`src/rtl/prdecoder_pkg.sv`:
```
// Shared constants, the mode encoding and the decode helpers for the
// prdecoder_stream block.
package prdecoder_pkg;

    localparam int CODE_W     = 3;
    localparam int WORD_W     = 8;
    localparam int FIFO_DEPTH = 2;
    localparam int PTR_W      = 1;
    localparam int CNT_W      = 2;

    typedef enum logic {
        MODE_ONEHOT = 1'b0,
        MODE_THERM  = 1'b1
    } mode_e;

    // Thermometer is (onehot << 1) - 1; for k=7 the shift wraps to 0 and the
    // subtraction yields 8'hFF, which is exactly the required mask.
    function automatic logic [WORD_W-1:0] decode(input logic [CODE_W-1:0] code,
                                                 input mode_e            mode);
        logic [WORD_W-1:0] onehot;
        onehot = WORD_W'(1) << code;
        if (mode == MODE_THERM) begin
            decode = (onehot << 1) - WORD_W'(1);
        end else begin
            decode = onehot;
        end
    endfunction

    // 8-to-3 priority encoder: index of the highest set bit. Every word that
    // decode() produces maps back to its original code through this function.
    function automatic logic [CODE_W-1:0] prio_encode(input logic [WORD_W-1:0] word);
        prio_encode = '0;
        for (int i = 0; i < WORD_W; i++) begin
            if (word[i]) begin
                prio_encode = CODE_W'(i);
            end
        end
    endfunction

endpackage

```
`src/rtl/prdecoder_skid.sv`:
```
// Two-entry in-order FIFO holding decoded words; push/pop are pre-qualified
// by the caller (no push when full, no pop when empty).
module prdecoder_skid
    import prdecoder_pkg::*;
(
    input  logic              clk,
    input  logic              rst_n,
    input  logic              push,
    input  logic [WORD_W-1:0] push_data,
    input  logic              pop,
    output logic [WORD_W-1:0] pop_data,
    output logic [CNT_W-1:0]  count,
    output logic              full,
    output logic              empty
);

    logic [WORD_W-1:0] mem [FIFO_DEPTH];
    logic [PTR_W-1:0]  wr_ptr;
    logic [PTR_W-1:0]  rd_ptr;

    always_ff @(posedge clk or negedge rst_n) begin
        if (!rst_n) begin
            for (int i = 0; i < FIFO_DEPTH; i++) begin
                mem[i] <= '0;
            end
            wr_ptr <= '0;
            rd_ptr <= '0;
            count  <= '0;
        end else begin
            if (push) begin
                mem[wr_ptr] <= push_data;
                wr_ptr      <= (wr_ptr == PTR_W'(FIFO_DEPTH - 1)) ? '0 : wr_ptr + PTR_W'(1);
            end
            if (pop) begin
                rd_ptr <= (rd_ptr == PTR_W'(FIFO_DEPTH - 1)) ? '0 : rd_ptr + PTR_W'(1);
            end
            case ({push, pop})
                2'b10:   count <= count + CNT_W'(1);
                2'b01:   count <= count - CNT_W'(1);
                default: count <= count;
            endcase
        end
    end

    // Entries are cleared by reset, so the head reads 8'h00 while in reset.
    assign pop_data = mem[rd_ptr];
    assign full     = (count == CNT_W'(FIFO_DEPTH));
    assign empty    = (count == '0);

endmodule

```
`src/rtl/prdecoder_stream.sv`:
```
// Streaming 3-to-8 decoder (one-hot or thermometer) with a 2-entry output
// FIFO; words are decoded when written so storage holds 8-bit words.
module prdecoder_stream
    import prdecoder_pkg::*;
(
    input  logic              clk,
    input  logic              rst_n,
    input  logic              in_valid,
    input  logic [CODE_W-1:0] in_code,
    input  logic              in_mode,
    output logic              in_ready,
    output logic              out_valid,
    output logic [WORD_W-1:0] out,
    input  logic              out_ready
);

    // Handshake: a transfer happens on a rising clk edge exactly when valid
    // and ready are both 1 on that side; valid never depends on ready, and
    // out/out_valid hold steady until the word is taken.
    logic              push;
    logic              pop;
    logic              full;
    logic              empty;
    logic [CNT_W-1:0]  count;
    logic [WORD_W-1:0] word;

    assign in_ready  = !full;
    assign out_valid = !empty;
    assign push      = in_valid && in_ready;
    assign pop       = out_valid && out_ready;
    assign word      = decode(in_code, mode_e'(in_mode));

    prdecoder_skid u_skid (
        .clk       (clk),
        .rst_n     (rst_n),
        .push      (push),
        .push_data (word),
        .pop       (pop),
        .pop_data  (out),
        .count     (count),
        .full      (full),
        .empty     (empty)
    );

endmodule

```
`config.mk`:
```
export PLATFORM = sky130hd
export DESIGN_NAME = prdecoder_stream
export DESIGN_NICKNAME = d
export VERILOG_FILES = /design/src/rtl/prdecoder_pkg.sv /design/src/rtl/prdecoder_skid.sv /design/src/rtl/prdecoder_stream.sv
export SDC_FILE = /design/constraint.sdc
export NUM_CORES = 1
export LEC_CHECK = 0
export ABC_AREA = 1
export CORE_ASPECT_RATIO = 2
export CORE_MARGIN = 2
export CORE_UTILIZATION = 30
export CTS_CLUSTER_SIZE = 30
export DETAILED_ROUTE_END_ITERATION = 8
export SLEW_MARGIN = 5
export SYNTH_ARGS = -nofsm -noshare
export SYNTH_HDL_FRONTEND = slang
export SYNTH_SLANG_ARGS = --single-unit
```
`constraint.sdc`:
```
create_clock -name clk -period 2.7 [get_ports clk]
set_input_delay 0.27 -clock clk [delete_from_list [all_inputs] [get_ports clk]]
set_output_delay 0.27 -clock clk [all_outputs]
set_load 0.05 [all_outputs]
```
# Word level (Yosys, flattened, before mapping)
# Cells that the tools add are included.
word_totals:
  register_bits: 20
  inputBits: 8
  output_inout_bits: 10
  wordCells: 36
classes:
  add_sub_neg: 5
  magnitude_cmp: 3
  n_eq_ne: 3
  shift: 1
  muxes: 10
  bitwise_logic: 2
  reduce_logical: 7
op_table:
  columns: ["operator", "n"]
  rows:
  - ["$mux 8", 5]
  - ["$bwmux 16", 1]
  - ["$demux 8 s1", 1]
  - ["$shl 1x3->8 const A", 1]
  - ["$sub 8x1->8 const B", 1]
  - ["$eq 2x2->1 const B", 2]
  - ["$ge 2x2->1 const B", 2]
  - ["$not 1->2", 2]
  - ["$pmux 2 s2", 1]
  - ["$logic_and 1x1->1", 3]
  - ["$add 1x1->1 const B", 2]
  - ["$add 2x1->2 const B", 1]
  - ["$eq 2x1->1 const B", 1]
  - ["$logic_not 1->1", 2]
  - ["$logic_not 2->1", 1]
  - ["$lt 2x1->1 const B", 1]
  - ["$mux 1", 2]
  - ["$reduce_bool 2->1", 1]
  - ["$sub 2x1->2 const B", 1]

# Depth between registers and ports, before layout
# Gate-level depths: netlist of run 1.
depth:
  depth_word: 6
  ltp_mapped: 9
  depth_no_buf: 9

# Cells and area by module
# A second synthesis of run 1 with hierarchy kept.
unflattened:
  hier_cells: 139
  area_unflattened_um2: 1061.0
by_module_without_submodules:
  columns: ["module", "instances", "cells_each", "area_per_inst_um2"]
  rows:
  - ["prdecoder_skid", 1, 109, 947.2]
  - ["prdecoder_stream", 1, 30, 113.9]

# Worst setup path before layout of run 1
# No wires, ideal clock.
synth_path:
  kind: "flip-flop to flip-flop"
  startpoint: "register u_skid.count[0]"
  endpoint: "register u_skid.count[1]"
  setup_time_ns: 0.117
  arrival_ns: 1.609
  required_time_ns: 2.583
  setup_slack_ns: 0.974
  path_stages_with_launch: 9
  synth_period_minus_slack_ns: 1.726
  cell_sequence: "dfrtp_1 -> inv_2 -> nand2_1 -> nand2_1 -> inv_1 -> ha_1 -> or2_2 -> nand4_1 -> nand2_1"
synth_between:
  elab_chain_len: 5
  elab_cells_between_ends: 12
  classes_between: "add/sub: 2; eq/ne: 3; mux: 1; reduce/logical: 6"
synth_rtl:
  columns: ["element", "line", "rtl"]
  rows:
  - ["from (decl)", "prdecoder_skid.sv:12", "output logic [CNT_W-1:0] count,"]
  - ["from (signal assigned)", "prdecoder_skid.sv:38", "2'b10: count <= count + CNT_W'(1);"]
  - ["from (signal assigned)", "prdecoder_skid.sv:39", "2'b01: count <= count - CNT_W'(1);"]
  - ["from (signal assigned)", "prdecoder_skid.sv:40", "default: count <= count;"]
  - ["$logic_not 2->1 (*)", "prdecoder_skid.sv:48", "assign empty = (count == '0);"]
  - ["$logic_not 1->1 (*)", "prdecoder_stream.sv:28", "assign out_valid = !empty;"]
  - ["net out_valid", "prdecoder_stream.sv:12", "output logic out_valid,"]
  - ["$logic_and 1x1->1 (*)", "prdecoder_stream.sv:30", "assign pop = out_valid && out_ready;"]
  - ["net pop", "prdecoder_stream.sv:21", "logic pop;"]
  - ["$eq 2x1->1 / $eq 2x2->1 (equally long branches)", "prdecoder_skid.sv:37", "case ({push, pop})"]
  - ["$pmux 2 s2 / $reduce_bool 2->1 (equally long branches)", null, null]
# Mark *: on every way through the listed nets, which the timed path passes. The rest lies on a longest branch.
# A chain may end at the register's enable or synchronous reset.

# Worst setup path after layout of run 1
layout_path:
  startpoint: "register u_skid.rd_ptr"
  endpoint: "output port out[0]"
layout_between:
  elab_chain_len: 4
layout_rtl:
  columns: ["element", "line", "rtl"]
  rows:
  - ["from (decl)", "prdecoder_skid.sv:19", "logic [PTR_W-1:0] rd_ptr;"]
  - ["from (signal assigned)", "prdecoder_skid.sv:35", "rd_ptr <= (rd_ptr == PTR_W'(FIFO_DEPTH - 1)) ? '0 : rd_ptr + PTR_W'(1);"]
  - ["$not 1->2 (implied by the code)", "prdecoder_skid.sv:46", "assign pop_data = mem[rd_ptr];"]
  - ["$mux 8 (implied by the code) (3 in series)", "prdecoder_skid.sv:46", null]
  - ["to (decl)", "prdecoder_stream.sv:13", "output logic [WORD_W-1:0] out,"]
# Every way passes these cells. The select of a mux whose other input is x is not followed.

==> run_summary.xml, run 1 <==
<?xml version="1.0" encoding="UTF-8"?>
<metrics>
  <group name="setup_path">
    <metric name="crit_path_frequent_cell" unit="">sky130_fd_sc_hd__nand2_1</metric>
    <metric name="critical_path.cell_chain" unit="">clkinv_1 &gt; nand2_1 &gt; nand2_1 &gt; clkdlybuf4s50_1</metric>
    <metric name="r2r.worst_path.cells" unit="">8</metric>
    <metric name="critPathLaunchType" unit="">register</metric>
    <metric name="worst_ep_arrival_time" unit="ns">2.03</metric>
    <metric name="crit_path_max_incr_delay" unit="ns">0.69</metric>
    <metric name="critPathMaxFanout" unit="">9</metric>
    <metric name="critPathSlowestCell" unit="">sky130_fd_sc_hd__clkdlybuf4s50_1</metric>
    <metric name="critical_path.startpoint" unit="">u_skid.rd_ptr</metric>
    <metric name="crit_type" unit="">register to output pin</metric>
    <metric name="critPathRequiredTime" unit="ns">2.43</metric>
    <metric name="r2r_startpoint" unit="">u_skid.count[0]</metric>
    <metric name="critPathCaptureType" unit="">output pin</metric>
  </group>
  <group name="floorplan">
    <metric name="placement_rows" unit="">30</metric>
    <metric name="fp.coreArea" unit="um^2">3340</metric>
    <metric name="floorplan.io_pins" unit="">18</metric>
    <metric name="die_width" unit="um">45.6</metric>
    <metric name="floorplan.die_area" unit="um^2">3970</metric>
    <metric name="initial_utilization" unit="%">31.0</metric>
    <metric name="fp.dieH" unit="um">87.1</metric>
  </group>
  <group name="final_layout">
    <metric name="post-route-util" unit="%">38.1</metric>
    <metric name="num_antenna_cells" unit="">0</metric>
    <metric name="syn_to_final_growth" unit="%">22.9</metric>
    <metric name="proportion_of_layout_cells_with_a_drive_suffix_above_1" unit="%">8.55</metric>
    <metric name="finish.net_count" unit="">162</metric>
  </group>
  <group name="cts">
    <metric name="postCtsResizedCells" unit="">0</metric>
    <metric name="cts_buffers" unit="">3</metric>
    <metric name="cts_tree" unit="">built</metric>
    <metric name="cts_max_level" unit="">1</metric>
    <metric name="post-cts-setup-buffers" unit="">0</metric>
    <metric name="numClockSinks" unit="">20</metric>
    <metric name="clk_latency" unit="ns">0.26</metric>
    <metric name="clock_path_buffers" unit="">2</metric>
    <metric name="cts_root_buf" unit="">sky130_fd_sc_hd__clkbuf_8</metric>
    <metric name="cts_hold_buf" unit="">0</metric>
    <metric name="clkSlewWorstSetupHoldPaths" unit="ns">0.07</metric>
  </group>
  <group name="drt">
    <metric name="antenna_violating_nets_post_route" unit="">0</metric>
    <metric name="drt_iter0_drc" unit="">20</metric>
    <metric name="detail_route.wl_per_cell" unit="um">11.6</metric>
    <metric name="route.vias.total" unit="">840</metric>
    <metric name="drtPass1Iterations" unit="">4</metric>
    <metric name="routed_wire_length" unit="um">2130</metric>
    <metric name="viasPerCell" unit="">4.57</metric>
    <metric name="drt_drc_violations_left" unit="">0</metric>
  </group>
  <group name="global_routing">
    <metric name="pin_count_of_the_biggest_net_entering_global_routing" unit="">21</metric>
    <metric name="leftover_overflow_at_the_end_of_global_routing" unit="">0</metric>
    <metric name="grt_pass1_wl" unit="um">3860</metric>
    <metric name="antenna_found_initial" unit="">0</metric>
    <metric name="track_usage" unit="%">13.2</metric>
    <metric name="first_global_vias" unit="">890</metric>
  </group>
  <group name="min_path">
    <metric name="hold_path.class" unit="">register to register</metric>
    <metric name="min_delay_path_depth" unit="">2</metric>
    <metric name="holdCritStartpoint" unit="">u_skid.mem[4]</metric>
  </group>
  <group name="run">
    <metric name="max_cap_violations" unit="">0</metric>
  </group>
  <group name="sta">
    <metric name="unrepaired_setup_endpoints_after_global_routing" unit="">false</metric>
    <metric name="transition_at_the_pin_with_the_smallest_max_transition_slack" unit="ns">0.916</metric>
    <metric name="setup_viol_count_final" unit="">0</metric>
    <metric name="final_max_slew_viol_count" unit="">0</metric>
    <metric name="fin_crit_sh" unit="%">85.1</metric>
    <metric name="relSlewSlack" unit="%">38.8</metric>
    <metric name="worst_clock_skew" unit="ns">0.00516</metric>
    <metric name="final_critical_path_setup_slack" unit="ns">0.402</metric>
    <metric name="fin_tns_setup" unit="ns">0</metric>
    <metric name="period_needed" unit="ns">2.30</metric>
    <metric name="hold_viol_final" unit="">0</metric>
    <metric name="fmax" unit="MHz">435</metric>
  </group>
  <group name="synthesis">
    <metric name="synthCells" unit="">134</metric>
    <metric name="asyncSetResetFlopFracSynth" unit="%">100</metric>
    <metric name="ys_seq_area_share" unit="%">48.3</metric>
    <metric name="yosysWarningCount" unit="">0</metric>
    <metric name="synth-seq-cells" unit="">20</metric>
    <metric name="synth.net_count" unit="">143</metric>
    <metric name="synth_cell_type_count" unit="">19</metric>
    <metric name="syn_area_per_cell" unit="um^2">7.73</metric>
    <metric name="synth-edff-count" unit="">0</metric>
    <metric name="netlist_area" unit="um^2">1040</metric>
    <metric name="synth_top_flop_cell" unit="">sky130_fd_sc_hd__dfrtp_1</metric>
  </group>
  <group name="run_status">
    <metric name="outcome" unit="">finished clean</metric>
  </group>
  <group name="placed_design">
    <metric name="dp_worst_setup_slack" unit="ns">0.653</metric>
    <metric name="gp_congestion" unit="">0.796</metric>
    <metric name="buffers_on_ports" unit="">17</metric>
    <metric name="detailedPlacementHpwl" unit="um">1720</metric>
  </group>
  <group name="pwr">
    <metric name="power_density" unit="nW/um^2">1330</metric>
    <metric name="irDropWorstVdd" unit="mV">0.559</metric>
    <metric name="fin_total_pwr" unit="uW">1690</metric>
    <metric name="total_leakage_power" unit="uW">0.000686</metric>
  </group>
</metrics>
[metal layers]
metal	wire, um	part of all wire [%]	up-vias	global-route usage (%)
li1	-	-	441	-
met1	840	39	379	14.3
met2	1200	56	16	24.1
met3	59	2.8	4	1.45
met4	36	1.7	0	5.61
met5	0	0	-	0
[sequential cells by signal (all words and copies together), names as in the netlist]
name / flops
u_skid.rd_ptr: 1
u_skid.count: 2
u_skid.mem: 16
u_skid.wr_ptr: 1
[final timing paths]
path / end / slack, ns
hold / removal: u_skid.mem[4] / 0.48
setup reg to reg: u_skid.count[1] / 1.20
min in group asynchronous: u_skid.mem[13] / 0.53
max in group asynchronous: u_skid.mem[6] / 1.62
hold reg to reg: u_skid.mem[4] / 0.48
setup / recovery: out[0] / 0.40
[cell usage after synthesis (2+ instances only)]
cell type | number | area (um^2)
sky130_fd_sc_hd__buf_6 | 2 | 22.5
sky130_fd_sc_hd__dfrtp_1 | 20 | 500
sky130_fd_sc_hd__inv_1 | 12 | 45.0
sky130_fd_sc_hd__nand2_1 | 72 | 270
sky130_fd_sc_hd__nand3_1 | 3 | 15.0
sky130_fd_sc_hd__nand3_4 | 2 | 35.0
sky130_fd_sc_hd__nor2_1 | 3 | 11.3
sky130_fd_sc_hd__o21ai_0 | 2 | 10.0
sky130_fd_sc_hd__o21ai_1 | 5 | 25.0
sky130_fd_sc_hd__o21ai_2 | 4 | 35.0
[report_power, final]
group	leakage (uW)	internal, uW	total, uW	switching (uW)
clock	0.0000288	130	226	96.7
combinational	0.000405	308	924	616
sequential	0.000253	436	539	104
total	0.000686	873	1690	817
[cells by family (layout without fill, tap and decap cells)]
logic type,count (synthesis),in the layout,share of synthesized area (%)
buffers and inverters,17,35,7.73
AND/OR/NAND/NOR,83,83,34.3
adder cells (fa/ha/maj),1,1,1.21
flip-flops,20,20,48.3
AO/OA/AOI/OAI,11,11,6.76
XOR/XNOR,2,2,1.69
[cell type report]
type	instances	area [um^2]
well taps	32	40.0
flip-flops and latches	20	500
clock buffers	4	55.1
fillers	348	2070
multi-input cells	97	455
repair buffers	17	170
inverters	14	52.6
[metrics by stage]
stage,cells,hold WS (ns),instance area (um^2)
5_1_grt,184,0.499,1270
6_report,184,0.483,1270
4_1_cts,184,0.487,1270
3_5_place_dp,180,0.468,1220
2_1_floorplan,134,-0.0256,1040
3_3_place_gp,180,0.463,1220
[cell usage in the layout, fill, tap and decap left out, types with 2 or more instances in the layout]
cell type	n
sky130_fd_sc_hd__nand2_1	72
sky130_fd_sc_hd__dfrtp_1	20
sky130_fd_sc_hd__clkdlybuf4s50_1	17
sky130_fd_sc_hd__inv_1	12
sky130_fd_sc_hd__o21ai_1	5
sky130_fd_sc_hd__o21ai_2	4
sky130_fd_sc_hd__clkbuf_8	4
sky130_fd_sc_hd__nand3_1	3
sky130_fd_sc_hd__nor2_1	3
sky130_fd_sc_hd__nand3_4	2
sky130_fd_sc_hd__o21ai_0	2
[worst max-delay path: cells and delay by family (launching register included)]
| family | cells | cell delay [ns] |
|---|---|---|
| flip-flops | 1 | 0.51 |
| buffers and inverters | 2 | 1.04 |
| AND/OR/NAND/NOR | 2 | 0.22 |
Note: power is estimated with default switching activity, not from simulation.
==> run 2: changes to the inputs <==
- CAP_MARGIN: default -> 20
- MAX_ROUTING_LAYER: default -> met4
- clock period: 2.7 -> 1.9 ns (I/O delays scaled with it)
==> run_summary.xml, run 2 (synthesized netlist as in run 1, its figures left out) <==
<?xml version="1.0" encoding="UTF-8"?>
<metrics>
  <group name="global_routing">
    <metric name="track_usage" unit="%">11.8</metric>
    <metric name="grt_pass1_wl" unit="um">3370</metric>
    <metric name="leftover_overflow_at_the_end_of_global_routing" unit="">0</metric>
    <metric name="first_global_vias" unit="">828</metric>
    <metric name="antenna_found_initial" unit="">0</metric>
    <metric name="pin_count_of_the_biggest_net_entering_global_routing" unit="">21</metric>
  </group>
  <group name="pwr">
    <metric name="comb_power_share" unit="%">56.2</metric>
    <metric name="p_clk_share" unit="%">11.7</metric>
    <metric name="swShare" unit="%">49.5</metric>
    <metric name="p_int" unit="uW">1170</metric>
    <metric name="switching_power" unit="uW">1150</metric>
    <metric name="pwr-share-seq" unit="%">32.1</metric>
    <metric name="irDropWorstVdd" unit="mV">0.736</metric>
    <metric name="total_leakage_power" unit="uW">0.000701</metric>
    <metric name="power_density" unit="nW/um^2">1850</metric>
  </group>
  <group name="drt">
    <metric name="routed_wire_length" unit="um">2040</metric>
    <metric name="route.vias.total" unit="">868</metric>
    <metric name="drtPass1Iterations" unit="">4</metric>
    <metric name="antenna_violating_nets_post_route" unit="">0</metric>
    <metric name="dr.max_layer_used" unit="">met4</metric>
    <metric name="drt_drc_violations_left" unit="">0</metric>
    <metric name="met2_layer_wire_length_in_the_routed_design" unit="um">1140</metric>
    <metric name="met3RoutedLength" unit="um">51</metric>
    <metric name="route.layer.met1.wl" unit="um">801</metric>
    <metric name="detail_route.wl_per_cell" unit="um">11.0</metric>
    <metric name="viasPerCell" unit="">4.69</metric>
    <metric name="drt_iter0_drc" unit="">23</metric>
  </group>
  <group name="sta">
    <metric name="period_needed" unit="ns">1.82</metric>
    <metric name="unrepaired_setup_endpoints_after_global_routing" unit="">false</metric>
    <metric name="hold_viol_final" unit="">0</metric>
    <metric name="final_critical_path_setup_slack" unit="ns">0.0819</metric>
    <metric name="fin_hold_ws" unit="ns">0.262</metric>
    <metric name="final_max_slew_viol_count" unit="">0</metric>
    <metric name="setup_viol_count_final" unit="">0</metric>
    <metric name="transition_at_the_pin_with_the_smallest_max_transition_slack" unit="ns">0.492</metric>
    <metric name="fmax" unit="MHz">550</metric>
    <metric name="fin_tns_setup" unit="ns">0</metric>
    <metric name="worst_clock_skew" unit="ns">0.00227</metric>
    <metric name="relSlewSlack" unit="%">67.1</metric>
    <metric name="fin_crit_sh" unit="%">95.7</metric>
  </group>
  <group name="final_layout">
    <metric name="filler_cell_count" unit="">354</metric>
    <metric name="largest_register_ff_count" unit="">16</metric>
    <metric name="layout.cells.most_common_list" unit="">72 x sky130_fd_sc_hd__nand2_1, 20 x sky130_fd_sc_hd__dfrtp_1, 12 x sky130_fd_sc_hd__inv_1</metric>
    <metric name="reg_top3" unit="">u_skid.mem x16, u_skid.count x2</metric>
    <metric name="syn_to_final_growth" unit="%">20.9</metric>
    <metric name="proportion_of_layout_cells_with_a_drive_suffix_above_1" unit="%">15.0</metric>
    <metric name="leading_cell_type_in_the_layout_fill_and_taps_excluded" unit="">sky130_fd_sc_hd__nand2_1</metric>
    <metric name="top_register" unit="">u_skid.mem</metric>
    <metric name="finish.net_count" unit="">164</metric>
    <metric name="num_antenna_cells" unit="">0</metric>
  </group>
  <group name="floorplan">
    <metric name="fp.dieH" unit="um">87.1</metric>
    <metric name="floorplan.die_area" unit="um^2">3970</metric>
    <metric name="floorplan.io_pins" unit="">18</metric>
    <metric name="placement_rows" unit="">30</metric>
    <metric name="die_width" unit="um">45.6</metric>
    <metric name="initial_utilization" unit="%">31.0</metric>
    <metric name="fp.coreArea" unit="um^2">3340</metric>
  </group>
  <group name="placed_design">
    <metric name="dp_worst_setup_slack" unit="ns">0.272</metric>
    <metric name="gp_congestion" unit="">0.746</metric>
    <metric name="buffers_on_ports" unit="">17</metric>
    <metric name="detailedPlacementHpwl" unit="um">1610</metric>
  </group>
  <group name="cts">
    <metric name="cts_hold_buf" unit="">0</metric>
    <metric name="clock_path_buffers" unit="">2</metric>
    <metric name="cts_max_level" unit="">1</metric>
    <metric name="cts_buffers" unit="">3</metric>
    <metric name="postCtsResizedCells" unit="">0</metric>
    <metric name="clkSlewWorstSetupHoldPaths" unit="ns">0.07</metric>
    <metric name="cts_tree" unit="">built</metric>
    <metric name="cts_root_buf" unit="">sky130_fd_sc_hd__clkbuf_8</metric>
    <metric name="post-cts-setup-buffers" unit="">0</metric>
    <metric name="numClockSinks" unit="">20</metric>
    <metric name="clk_latency" unit="ns">0.26</metric>
  </group>
  <group name="setup_path">
    <metric name="crit_type" unit="">register to output pin</metric>
    <metric name="rrSetupSlack" unit="ns">0.44</metric>
    <metric name="critPathMaxFanout" unit="">4</metric>
    <metric name="critPathRequiredTime" unit="ns">1.71</metric>
    <metric name="worst_ep_arrival_time" unit="ns">1.63</metric>
    <metric name="rr_endpoint" unit="">u_skid.count[1]</metric>
    <metric name="r2r.worst_path.cells" unit="">9</metric>
    <metric name="critPathLaunchType" unit="">register</metric>
    <metric name="r2r_startpoint" unit="">u_skid.count[0]</metric>
    <metric name="critPathCaptureType" unit="">output pin</metric>
  </group>
  <group name="run_status">
    <metric name="outcome" unit="">finished clean</metric>
  </group>
  <group name="run">
    <metric name="max_cap_violations" unit="">0</metric>
  </group>
  <group name="min_path">
    <metric name="hold_path.class" unit="">input pin to async pin</metric>
  </group>
</metrics>
==> run 2: routing by layer <==
metal | global-route usage [%] | vias to the layer above
li1 | - | 446
met2 | 21.0 | 13
met4 | 5.61 | 0
met5 | - | -
met1 | 12.2 | 405
met3 | 1.24 | 4
==> run 2: worst max path at each step <==
stage | startpoint | to | cells past startpoint
finish | u_skid.count[0] | out_valid | 3
detailed placement | in_valid | u_skid.count[1] | 6
global placement | in_valid | u_skid.count[1] | 6
floorplan | u_skid.count[0] | u_skid.count[1] | 8
global route | u_skid.count[0] | out_valid | 3
CTS | u_skid.count[0] | out_valid | 3
==> run 2: per-stage QoR <==
| stage | total power [uW] | util (%) | cell area (um^2) | instances |
|---|---|---|---|---|
| finish | 2320 | 37.5 | 1250 | 185 |
| global route | 2480 | 37.5 | 1250 | 185 |
| CTS | 2350 | 37.5 | 1250 | 185 |
| detailed placement | 2070 | 36.3 | 1210 | 182 |
| global placement | 2040 | 36.3 | 1210 | 182 |
| floorplan | 1730 | - | 1040 | 134 |
==> run 2: critical path: stages, from the launching register on <==
cell	delay, ns
sky130_fd_sc_hd__dfrtp_1	0.41
sky130_fd_sc_hd__inv_2	0.07
sky130_fd_sc_hd__nand2_1	0.09
sky130_fd_sc_hd__clkdlybuf4s50_1	0.80
==> run 2: layout make-up <==
class	count	area, um^2	area share, %
Sequential cell	20	500	40.0
Multi-Input combinational cell	97	455	36.4
Timing Repair Buffer	19	163	13.0
Inverter	14	52.6	4.20
Clock buffer	3	41.3	3.30
Tap cell	32	40.0	3.20
==> run 2: power by group through the flow <==
stage	registers [uW]	clock network, uW	logic (uW)
after floorplan	719	0	1010
after global placement	739	0	1300
after detailed placement	753	0	1320
after CTS	746	281	1320
after global routing	769	298	1410
final	746	271	1310
==> run 3: changes to the inputs <==
- ABC_AREA: 1 -> default
==> run_summary.xml, run 3 <==
<?xml version="1.0" encoding="UTF-8"?>
<metrics>
  <group name="floorplan">
    <metric name="placement_rows" unit="">29</metric>
    <metric name="floorplan.die_area" unit="um^2">3870</metric>
    <metric name="die_width" unit="um">45.0</metric>
    <metric name="floorplan.io_pins" unit="">18</metric>
    <metric name="initial_utilization" unit="%">31.6</metric>
    <metric name="fp.coreArea" unit="um^2">3190</metric>
    <metric name="fp.dieH" unit="um">86.0</metric>
  </group>
  <group name="synthesis">
    <metric name="synthMostInstantiatedCell" unit="">sky130_fd_sc_hd__dfrtp_1</metric>
    <metric name="synth.net_count" unit="">90</metric>
    <metric name="asyncSetResetFlopFracSynth" unit="%">100</metric>
    <metric name="synth-edff-count" unit="">0</metric>
    <metric name="yosys.area_share.xor_xnor" unit="%">4.34</metric>
    <metric name="synthDominantCellAreaShare" unit="%">49.6</metric>
    <metric name="syn_area_per_cell" unit="um^2">12.5</metric>
    <metric name="post_synth_mux_area_share" unit="%">28.5</metric>
    <metric name="synth_top_flop_cell" unit="">sky130_fd_sc_hd__dfrtp_1</metric>
    <metric name="yosysWarningCount" unit="">0</metric>
    <metric name="yosys.area_share.adder" unit="%">1.24</metric>
    <metric name="synth_area_leaders" unit="">sky130_fd_sc_hd__dfrtp_1 50%, sky130_fd_sc_hd__mux2_2 16%, sky130_fd_sc_hd__mux2_4 8.9%</metric>
    <metric name="synth_top_family_by_area" unit="">multiplexers</metric>
    <metric name="cell_type_contributing_the_most_total_cell_area_after_synthesis" unit="">sky130_fd_sc_hd__dfrtp_1</metric>
    <metric name="synth_cell_type_count" unit="">20</metric>
    <metric name="synth-seq-cells" unit="">20</metric>
    <metric name="ys_top_cells_by_count" unit="">20 x sky130_fd_sc_hd__dfrtp_1, 14 x sky130_fd_sc_hd__mux2_2, 7 x sky130_fd_sc_hd__nand2_1</metric>
    <metric name="synth-compound-area-share" unit="%">3.47</metric>
    <metric name="netlist_area" unit="um^2">1010</metric>
    <metric name="ys_seq_area_share" unit="%">49.6</metric>
    <metric name="synthSimpleGateAreaFrac" unit="%">9.42</metric>
    <metric name="synthCells" unit="">81</metric>
  </group>
  <group name="drt">
    <metric name="detail_route.wl_per_cell" unit="um">13.8</metric>
    <metric name="viasPerCell" unit="">4.92</metric>
    <metric name="route.vias.total" unit="">655</metric>
    <metric name="routed_wire_length" unit="um">1840</metric>
    <metric name="drt_iter0_drc" unit="">3</metric>
    <metric name="drt_drc_violations_left" unit="">0</metric>
    <metric name="drtPass1Iterations" unit="">2</metric>
    <metric name="antenna_violating_nets_post_route" unit="">0</metric>
  </group>
  <group name="final_layout">
    <metric name="largest_register_ff_count" unit="">16</metric>
    <metric name="finish.net_count" unit="">112</metric>
    <metric name="syn_to_final_growth" unit="%">24.9</metric>
    <metric name="layout.cells.most_common_list" unit="">20 x sky130_fd_sc_hd__dfrtp_1, 14 x sky130_fd_sc_hd__mux2_2, 10 x sky130_fd_sc_hd__buf_4</metric>
    <metric name="num_antenna_cells" unit="">0</metric>
    <metric name="filler_cell_count" unit="">328</metric>
    <metric name="top_register" unit="">u_skid.mem</metric>
    <metric name="reg_top3" unit="">u_skid.mem x16, u_skid.count x2</metric>
    <metric name="leading_cell_type_in_the_layout_fill_and_taps_excluded" unit="">sky130_fd_sc_hd__dfrtp_1</metric>
    <metric name="proportion_of_layout_cells_with_a_drive_suffix_above_1" unit="%">38.2</metric>
    <metric name="post-route-util" unit="%">39.5</metric>
    <metric name="final_design_area_no_fill" unit="um^2">1260</metric>
  </group>
  <group name="cts">
    <metric name="cts_max_level" unit="">1</metric>
    <metric name="cts_buffers" unit="">3</metric>
    <metric name="clkSlewWorstSetupHoldPaths" unit="ns">0.07</metric>
    <metric name="clk_latency" unit="ns">0.26</metric>
    <metric name="clock_path_buffers" unit="">2</metric>
    <metric name="post-cts-setup-buffers" unit="">0</metric>
    <metric name="cts_root_buf" unit="">sky130_fd_sc_hd__clkbuf_8</metric>
    <metric name="cts_tree" unit="">built</metric>
    <metric name="numClockSinks" unit="">20</metric>
  </group>
  <group name="global_routing">
    <metric name="first_global_vias" unit="">699</metric>
    <metric name="grt_pass1_wl" unit="um">3120</metric>
    <metric name="pin_count_of_the_biggest_net_entering_global_routing" unit="">21</metric>
    <metric name="track_usage" unit="%">11.6</metric>
    <metric name="antenna_found_initial" unit="">0</metric>
    <metric name="leftover_overflow_at_the_end_of_global_routing" unit="">0</metric>
  </group>
  <group name="run">
    <metric name="max_cap_violations" unit="">0</metric>
  </group>
  <group name="sta">
    <metric name="relSlewSlack" unit="%">67.9</metric>
    <metric name="period_needed" unit="ns">1.66</metric>
    <metric name="fin_crit_sh" unit="%">87.3</metric>
    <metric name="fin_tns_setup" unit="ns">0</metric>
    <metric name="fin_hold_ws" unit="ns">0.265</metric>
    <metric name="transition_at_the_pin_with_the_smallest_max_transition_slack" unit="ns">0.484</metric>
    <metric name="setup_viol_count_final" unit="">0</metric>
    <metric name="fmax" unit="MHz">603</metric>
    <metric name="worst_clock_skew" unit="ns">0.00288</metric>
    <metric name="unrepaired_setup_endpoints_after_global_routing" unit="">false</metric>
    <metric name="hold_viol_final" unit="">0</metric>
    <metric name="final_max_slew_viol_count" unit="">0</metric>
  </group>
  <group name="run_status">
    <metric name="outcome" unit="">finished clean</metric>
  </group>
  <group name="setup_path">
    <metric name="critPathLaunchType" unit="">register</metric>
    <metric name="critPathRequiredTime" unit="ns">1.71</metric>
    <metric name="r2r_startpoint" unit="">u_skid.count[1]</metric>
    <metric name="worst_ep_arrival_time" unit="ns">1.47</metric>
    <metric name="rr_endpoint" unit="">u_skid.count[1]</metric>
    <metric name="critPathMaxFanout" unit="">11</metric>
    <metric name="rrSetupSlack" unit="ns">0.28</metric>
    <metric name="critPathCaptureType" unit="">output pin</metric>
    <metric name="r2r.worst_path.cells" unit="">5</metric>
    <metric name="crit_type" unit="">register to output pin</metric>
    <metric name="critical_path.startpoint" unit="">u_skid.rd_ptr</metric>
  </group>
  <group name="placed_design">
    <metric name="gp_congestion" unit="">0.681</metric>
    <metric name="placedInstanceArea" unit="um^2">1210</metric>
    <metric name="detailedPlacementHpwl" unit="um">1360</metric>
    <metric name="buffers_on_ports" unit="">17</metric>
  </group>
  <group name="pwr">
    <metric name="switching_power" unit="uW">1070</metric>
    <metric name="p_int" unit="uW">1420</metric>
    <metric name="fin_total_pwr" unit="uW">2500</metric>
    <metric name="pwr-share-seq" unit="%">31.5</metric>
    <metric name="comb_power_share" unit="%">55.7</metric>
    <metric name="total_leakage_power" unit="uW">0.000597</metric>
    <metric name="power_density" unit="nW/um^2">1980</metric>
    <metric name="p_clk_share" unit="%">12.8</metric>
    <metric name="irDropWorstVdd" unit="mV">1.00</metric>
    <metric name="swShare" unit="%">42.9</metric>
  </group>
  <group name="min_path">
    <metric name="hold_path.class" unit="">input pin to async pin</metric>
  </group>
</metrics>
==> run 3: layout make-up <==
| type | instances | area (um^2) | share of cell area [%] |
|---|---|---|---|
| clock buffers | 4 | 55.1 | 4.37 |
| well taps | 31 | 38.8 | 3.08 |
| multi-input cells | 54 | 474 | 37.6 |
| flip-flops and latches | 20 | 500 | 39.7 |
| inverters | 5 | 18.8 | 1.49 |
| repair buffers | 19 | 174 | 13.8 |
==> run 3: worst max path at each step <==
| stage | depth (start not counted) | endpoint |
|---|---|---|
| after floorplan | 2 | out[4] |
| after global placement | 4 | u_skid.mem[1] |
| after detailed placement | 4 | u_skid.mem[9] |
| after CTS | 2 | out[7] |
| after global routing | 2 | out[0] |
| final | 2 | out[0] |
==> run 3: metal layers <==
layer  share of wire, %  up-vias  routed length [um]  track usage (%)
li1                   -      317                   -                -
met5                  0        -                   0                -
met3                2.9        4                  54             1.26
met2                 54       14                 993             18.6
met1                 40      320                 731             12.7
met4                3.3        0                  61             8.02
==> run 3: logic make-up (layout without fill, tap and decap cells) <==
kind of cell | count (synthesis) | count (layout)
AOI/OAI and AO/OA | 7 | 7
xor gates and xnor gates | 5 | 5
adders and majority gates | 1 | 1
buffers and inverters | 7 | 28
DFF | 20 | 20
muxes | 24 | 24
and+or+nand+nor | 17 | 17
==> run 3: per-stage QoR <==
step,setup WS (ns),std cells
after floorplan,0.0647,81
after global placement,0.293,129
after detailed placement,0.249,129
after CTS,0.213,133
after global routing,0.166,133
final,0.241,133
==> run 3: what timing repair did <==
action	CTS	global route
resized for setup	1	0
setup endpoints to repair	1	0
hold buffers	0	0
==> run 3: critical path: stages (launching register included) <==
cell	delay [ns]
sky130_fd_sc_hd__dfrtp_1	0.63
sky130_fd_sc_hd__mux2_2	0.39
sky130_fd_sc_hd__buf_4	0.19
==> run 3: power groups by stage <==
stage / logic [uW] / registers [uW] / clock network, uW
final: 1390 / 786 / 320
after global routing: 1480 / 818 / 345
after global placement: 1400 / 786 / 0
after detailed placement: 1410 / 796 / 0
after CTS: 1410 / 790 / 331
after floorplan: 1100 / 724 / 0
